[src/rtl/uart_pkg.sv]
// Shared UART definitions: FSM state encodings and frame-format defaults.
// Imported by uart_rx (and uart_tx) so both ends agree on the encoding.
package uart_pkg;

  localparam int DATA_BITS_DEF  = 8;
  localparam int OVERSAMPLE_DEF = 16;

  typedef enum logic [2:0] {
    ST_IDLE  = 3'd0,
    ST_START = 3'd1,
    ST_DATA  = 3'd2,
    ST_STOP  = 3'd3,
    ST_BREAK = 3'd4
  } uart_state_t;

endpackage

[src/rtl/sync_2ff.sv]
// Two-flop synchroniser for asynchronous inputs.
// Ports:
//   i_clk  - destination clock
//   i_rst  - synchronous active-high reset, loads RST_VAL into both flops
//   i_d    - asynchronous input
//   o_q    - synchronised output (2 cycles of latency)
module sync_2ff #(
  parameter int               WIDTH   = 1,
  parameter logic [WIDTH-1:0] RST_VAL = '0
) (
  input  logic             i_clk,
  input  logic             i_rst,
  input  logic [WIDTH-1:0] i_d,
  output logic [WIDTH-1:0] o_q
);

  logic [WIDTH-1:0] meta_p0;
  logic [WIDTH-1:0] sync_p1;

  always_ff @(posedge i_clk) begin
    if (i_rst) begin
      meta_p0 <= RST_VAL;
      sync_p1 <= RST_VAL;
    end else begin
      // stage 0: may go metastable; stage 1: settled copy
      meta_p0 <= i_d;
      sync_p1 <= meta_p0;
    end
  end

  assign o_q = sync_p1;

endmodule

[src/rtl/uart_rx.sv]
// 16x-oversampled UART receiver (8N1 by default, LSB first, idle-high line).
// Checks the start bit at mid-bit, samples each data bit and the stop bit at
// mid-bit, and presents the byte on a valid/ready handshake.
// Ports:
//   i_clk           - system clock
//   i_rst           - synchronous active-high reset
//   i_rx_serial     - asynchronous serial line, idle high
//   i_baud_tick_16x - one-cycle strobe at OVERSAMPLE x baud
//   i_rx_ready      - consumer accepts the held byte
//   o_rx_data       - received byte, stable while o_rx_valid
//   o_rx_valid      - byte available, held until accepted
//   o_rx_busy       - frame in progress (state other than IDLE)
//   o_frame_err     - one-cycle pulse: stop bit sampled low
//   o_overrun       - one-cycle pulse: byte completed while previous still held
module uart_rx
  import uart_pkg::*;
#(
  parameter int DATA_BITS  = DATA_BITS_DEF,
  parameter int OVERSAMPLE = OVERSAMPLE_DEF
) (
  input  logic                 i_clk,
  input  logic                 i_rst,
  input  logic                 i_rx_serial,
  input  logic                 i_baud_tick_16x,
  input  logic                 i_rx_ready,
  output logic [DATA_BITS-1:0] o_rx_data,
  output logic                 o_rx_valid,
  output logic                 o_rx_busy,
  output logic                 o_frame_err,
  output logic                 o_overrun
);

  localparam int TICK_W = $clog2(OVERSAMPLE);
  localparam int BIT_W  = $clog2(DATA_BITS);

  localparam logic [TICK_W-1:0] TICK_HALF = TICK_W'(OVERSAMPLE / 2 - 1);
  localparam logic [TICK_W-1:0] TICK_LAST = TICK_W'(OVERSAMPLE - 1);
  localparam logic [BIT_W-1:0]  BIT_LAST  = BIT_W'(DATA_BITS - 1);

  logic                 rx_s;
  uart_state_t          state_q, state_d;
  logic [TICK_W-1:0]    tick_cnt_q, tick_cnt_d;
  logic [BIT_W-1:0]     bit_cnt_q, bit_cnt_d;
  logic [DATA_BITS-1:0] shift_q, shift_d;
  logic                 deliver_d, vld_p1;
  logic                 ferr_d;

  sync_2ff #(
    .WIDTH   (1),
    .RST_VAL (1'b1)
  ) u_sync (
    .i_clk (i_clk),
    .i_rst (i_rst),
    .i_d   (i_rx_serial),
    .o_q   (rx_s)
  );

  always_comb begin
    state_d    = state_q;
    tick_cnt_d = tick_cnt_q;
    bit_cnt_d  = bit_cnt_q;
    shift_d    = shift_q;
    deliver_d  = 1'b0;
    ferr_d     = 1'b0;
    case (state_q)
      ST_IDLE: begin
        if (!rx_s) begin
          state_d    = ST_START;
          tick_cnt_d = '0;
        end
      end
      ST_START: begin
        if (i_baud_tick_16x) begin
          if (tick_cnt_q == TICK_HALF) begin
            // a line that is high again at mid start bit was only a glitch
            if (!rx_s) begin
              tick_cnt_d = '0;
              bit_cnt_d  = '0;
              state_d    = ST_DATA;
            end else begin
              state_d = ST_IDLE;
            end
          end else begin
            tick_cnt_d = tick_cnt_q + 1'b1;
          end
        end
      end
      ST_DATA: begin
        if (i_baud_tick_16x) begin
          if (tick_cnt_q == TICK_LAST) begin
            // right shift: the first bit received ends up at bit 0
            shift_d    = {rx_s, shift_q[DATA_BITS-1:1]};
            tick_cnt_d = '0;
            if (bit_cnt_q == BIT_LAST) begin
              state_d = ST_STOP;
            end else begin
              bit_cnt_d = bit_cnt_q + 1'b1;
            end
          end else begin
            tick_cnt_d = tick_cnt_q + 1'b1;
          end
        end
      end
      ST_STOP: begin
        if (i_baud_tick_16x) begin
          if (tick_cnt_q == TICK_LAST) begin
            tick_cnt_d = '0;
            // leaving at mid stop bit gives half a bit of resync slack
            if (rx_s) begin
              deliver_d = 1'b1;
              state_d   = ST_IDLE;
            end else begin
              ferr_d  = 1'b1;
              state_d = ST_BREAK;
            end
          end else begin
            tick_cnt_d = tick_cnt_q + 1'b1;
          end
        end
      end
      ST_BREAK: begin
        // a held-low line must not retrigger a new frame
        if (rx_s) begin
          state_d = ST_IDLE;
        end
      end
      default: begin
        state_d = ST_IDLE;
      end
    endcase
  end

  // stage 0 -> 1: frame state, mid-stop delivery request and framing error
  always_ff @(posedge i_clk) begin
    if (i_rst) begin
      state_q     <= ST_IDLE;
      tick_cnt_q  <= '0;
      bit_cnt_q   <= '0;
      shift_q     <= '0;
      vld_p1      <= 1'b0;
      o_frame_err <= 1'b0;
    end else begin
      state_q     <= state_d;
      tick_cnt_q  <= tick_cnt_d;
      bit_cnt_q   <= bit_cnt_d;
      shift_q     <= shift_d;
      vld_p1      <= deliver_d;
      o_frame_err <= ferr_d;
    end
  end

  // stage 1 -> 2: handshake output register
  always_ff @(posedge i_clk) begin
    if (i_rst) begin
      o_rx_data  <= '0;
      o_rx_valid <= 1'b0;
      o_overrun  <= 1'b0;
    end else begin
      o_overrun <= 1'b0;
      if (vld_p1) begin
        // an accept in the delivery cycle frees the slot for the new byte
        if (!o_rx_valid || i_rx_ready) begin
          o_rx_data  <= shift_q;
          o_rx_valid <= 1'b1;
        end else begin
          o_overrun <= 1'b1;
        end
      end else if (o_rx_valid && i_rx_ready) begin
        o_rx_valid <= 1'b0;
      end
    end
  end

  assign o_rx_busy = (state_q != ST_IDLE);

endmodule
[config.mk]
export PLATFORM = sky130hd
export DESIGN_NAME = uart_rx
export DESIGN_NICKNAME = d
export VERILOG_FILES = /design/src/rtl/uart_pkg.sv /design/src/rtl/sync_2ff.sv /design/src/rtl/uart_rx.sv
export SDC_FILE = /design/constraint.sdc
export NUM_CORES = 1
export LEC_CHECK = 0
export CORE_UTILIZATION = 54
export CTS_CLUSTER_SIZE = 28
export DETAILED_ROUTE_END_ITERATION = 8
export PLACE_DENSITY = 0.86
export RECOVER_POWER = 100
export SYNTH_ARGS = -nofsm -noshare
export SYNTH_HDL_FRONTEND = slang
export SYNTH_HIERARCHICAL = 1
export SYNTH_SLANG_ARGS = --single-unit
export TNS_END_PERCENT = 10
[constraint.sdc]
create_clock -name i_clk -period 2.2 [get_ports i_clk]
set_clock_uncertainty 0.15 [all_clocks]
set_input_delay 0.44 -clock i_clk [delete_from_list [all_inputs] [get_ports i_clk]]
set_output_delay 0.44 -clock i_clk [all_outputs]
set_load 0.01 [all_outputs]
==> metrics.cfg <==
[global_route]
antenna_found_initial=0
grt_usage=0.2077
grt_max_degree=18
grt_pass1_vias=972
grt_pass1_wl_um=4119
grt-ovfl-total=0

[yosys]
yosysTopAreaCell=dfxtp_1
ys_async_sr_fraction=0
yosysSeqAreaShare=0.4448
syn-num-nets=157
synth_top_area_share=0.4448
synth-edff-count=0
synth_cell_types=45
synth_warnings=6
synthTopCellsByArea=dfxtp_1 44%, mux2i_1 13%, nor2_1 5.5%
synth-seq-cells=32
syn-instance-count=149
syn_avg_cell_area_sq_um=9.665
netlist_area_sq_um=1440
ys.flop_type=dfxtp_1

[route]
vias=1112
routedWlPerCell_um=12.62
drtPass1Iterations=4
ant_nets=0
drcViolationCount=0
vias_per_cell=5.560
initialDrtViolationCount=51
routed_wl_um=2523

[critical_path]
critPathSlowestCell=clkdlybuf4s50_1
reg2reg_depth=4
critical_path_class=flop to output port
cpPeakStageDelay_ps=520
path_cells=nor2_1 -> nand2_1 -> clkdlybuf4s50_1
endpoint_kind=output port
r2r-start=state_q[1]$_SDFFE_PP0P_
worst_r2r_endpoint=bit_cnt_q[0]$_SDFFE_PP0P_
critPathRequiredTime_ps=1610
arrival_ps=1540
start_kind=flop
ff2ff_setup_slack_ps=200
path_max_fanout=8

[placed_design]
io_buffers=16
dpl.cell_count=192
gp_congestion=0.7804
dp_hpwl_um=1843

[die]
die_h_um=53.64
fp.coreArea_sq_um=2500
die_area_sq_um=2877
die_w_um=53.64
fp-row-count=18
io_pins=17
start_util=0.5761

[cells_and_area]
layout-drive-gt1-share=0.1000
antenna_cells=0
syn_to_final_growth_pct=16.42
final_cell_mix=31 x dfxtp_1, 21 x nor2_1, 19 x mux2i_1, 12 x dlygate4sd3_1
nNetsFinal=177
fin_cells=200
layout_commonest_cell=dfxtp_1

[timing]
final.setup.tns_ps=0
maxSlewViolCount=0
hold_viol_final=0
max_freq_mhz=468.6
setup_viol=0
rsz0062_at_grt=no
worst_pin_slew_ps=629.3
fin_crit_ps=2134
finalCritPeriodShare=0.9700
slew_headroom=0.5805

[clocking]
clkTransAtPathRegs_ps=90
holdBufCountCts=0
cts-root-buf=clkbuf_4
clock-sinks=32
clockBufferDepth=2
htreeDepth=2
insertion_delay_ps=330
cts_tree=yes
cts_buffers=5

[power]
total_power_mw=1.055
leakagePower_nw=0.7022
ir_drop_uv=553.7
power.density_nw_per_um2=629.1

[hold_path]
worstHoldPathType=flop to flop
holdPathStages=1
worstHoldStart=u_sync/meta_p0$_SDFF_PP1_
min_to=u_sync/o_q$_SDFF_PP1_

[status]
status=completed

[flow_run]
drv_cap=0

## cell families (layout without fill, tap and decap cells)
logic type / after synthesis / count (layout) / share of synthesized area
adder cells (fa/ha/maj): 3 / 3 / 0.02607
AO/OA/AOI/OAI: 20 / 20 / 0.1043
flip-flops: 32 / 32 / 0.4448
buffers and inverters: 15 / 36 / 0.05561
AND/OR/NAND/NOR: 57 / 57 / 0.2146
XOR/XNOR: 2 / 2 / 0.01217
multiplexers: 20 / 20 / 0.1425
## through the flow
stage / instance area, sq um / hold slack (ps) / utilization / setup WS (ps)
floorplan: 1440 / 233.2 / - / 395.5
global placement: 1622 / 237.3 / 0.6486 / 130.5
detailed placement: 1622 / 254.3 / 0.6486 / 76.29
CTS: 1698 / 274.9 / 0.6792 / 5.826
global route: 1677 / 303.7 / 0.6707 / 10.17
finish: 1677 / 268.7 / 0.6707 / 65.96
## worst max-delay path: cells and delay by family, from the launching register on
| family | cells | cell delay (ps) |
|---|---|---|
| flops | 1 | 510 |
| simple gates | 2 | 190 |
| buf+inv | 1 | 520 |
## worst max-delay path by stage
stage,start,slack (ps),endpoint,depth (start not counted)
2_1_floorplan,tick_cnt_q[0]$_SDFFE_PP0P_,400,bit_cnt_q[0]$_SDFFE_PP0P_,5
3_3_place_gp,i_baud_tick_16x,130,bit_cnt_q[0]$_SDFFE_PP0P_,5
3_5_place_dp,i_baud_tick_16x,80,bit_cnt_q[0]$_SDFFE_PP0P_,5
4_1_cts,state_q[2]$_SDFFE_PP0P_,6,o_rx_busy,3
5_1_grt,state_q[1]$_SDFFE_PP0P_,10,o_rx_busy,3
6_report,state_q[1]$_SDFFE_PP0P_,70,o_rx_busy,3
## state kept, by name, indices dropped and copies added (netlist names)
| name | flops |
|---|---|
| u_sync/meta_p0 | 1 |
| u_sync/o_q | 1 |
| bit_cnt_q | 3 |
| shift_q | 8 |
| o_rx_data | 8 |
| tick_cnt_q | 4 |
| o_rx_valid | 1 |
| o_overrun | 1 |
| state_q | 3 |
| vld_p1 | 1 |
| o_frame_err | 1 |
## power by group
group | switching [mW] | internal [mW] | leakage [nW] | total [mW]
Combinational | 0.0223 | 0.0167 | 0.401 | 0.0390
Sequential | 0.00506 | 0.582 | 0.259 | 0.587
Clock | 0.190 | 0.238 | 0.0422 | 0.429
Total | 0.218 | 0.837 | 0.702 | 1.05
## routing by layer
layer	wire [um]	share of wire	global-route usage	up-vias
met1	1141	0.45	0.2345	502
li1	-	-	-	567
met3	144	0.057	0.07910	6
met4	63	0.025	0.1272	0
met5	0	0	0	-
met2	1173	0.46	0.3292	37
## layout make-up
| class | instances | area (sq um) |
|---|---|---|
| Inverter | 7 | 26.28 |
| Fill cell | 202 | 823.3 |
| Multi-Input combinational cell | 102 | 708.2 |
| Tap cell | 30 | 37.54 |
| Timing Repair Buffer | 21 | 186.4 |
| Sequential cell | 32 | 641.9 |
| Clock inverter | 2 | 35.03 |
| Clock buffer | 6 | 41.29 |
## cell usage after synthesis, types with 2 or more instances
library cell	n
a211oi_1	2
a21oi_1	2
and3_2	2
buf_1	2
buf_6	2
dfxtp_1	32
ha_1	3
inv_1	7
mux2i_1	19
nand2_1	7
nand2b_1	5
nand3_1	2
nand4_1	3
nor2_1	21
nor3_1	4
o21ai_0	4
or2_1	2
or3_1	2
xnor2_1	2
## timing repair
item / 4_1_cts / 5_1_grt
endpoints found under the setup margin: 0 / 1
gates resized for setup: 0 / 1
setup buffers: 0 / 0
No activity file was read; power rests on OpenSTA's default activity.
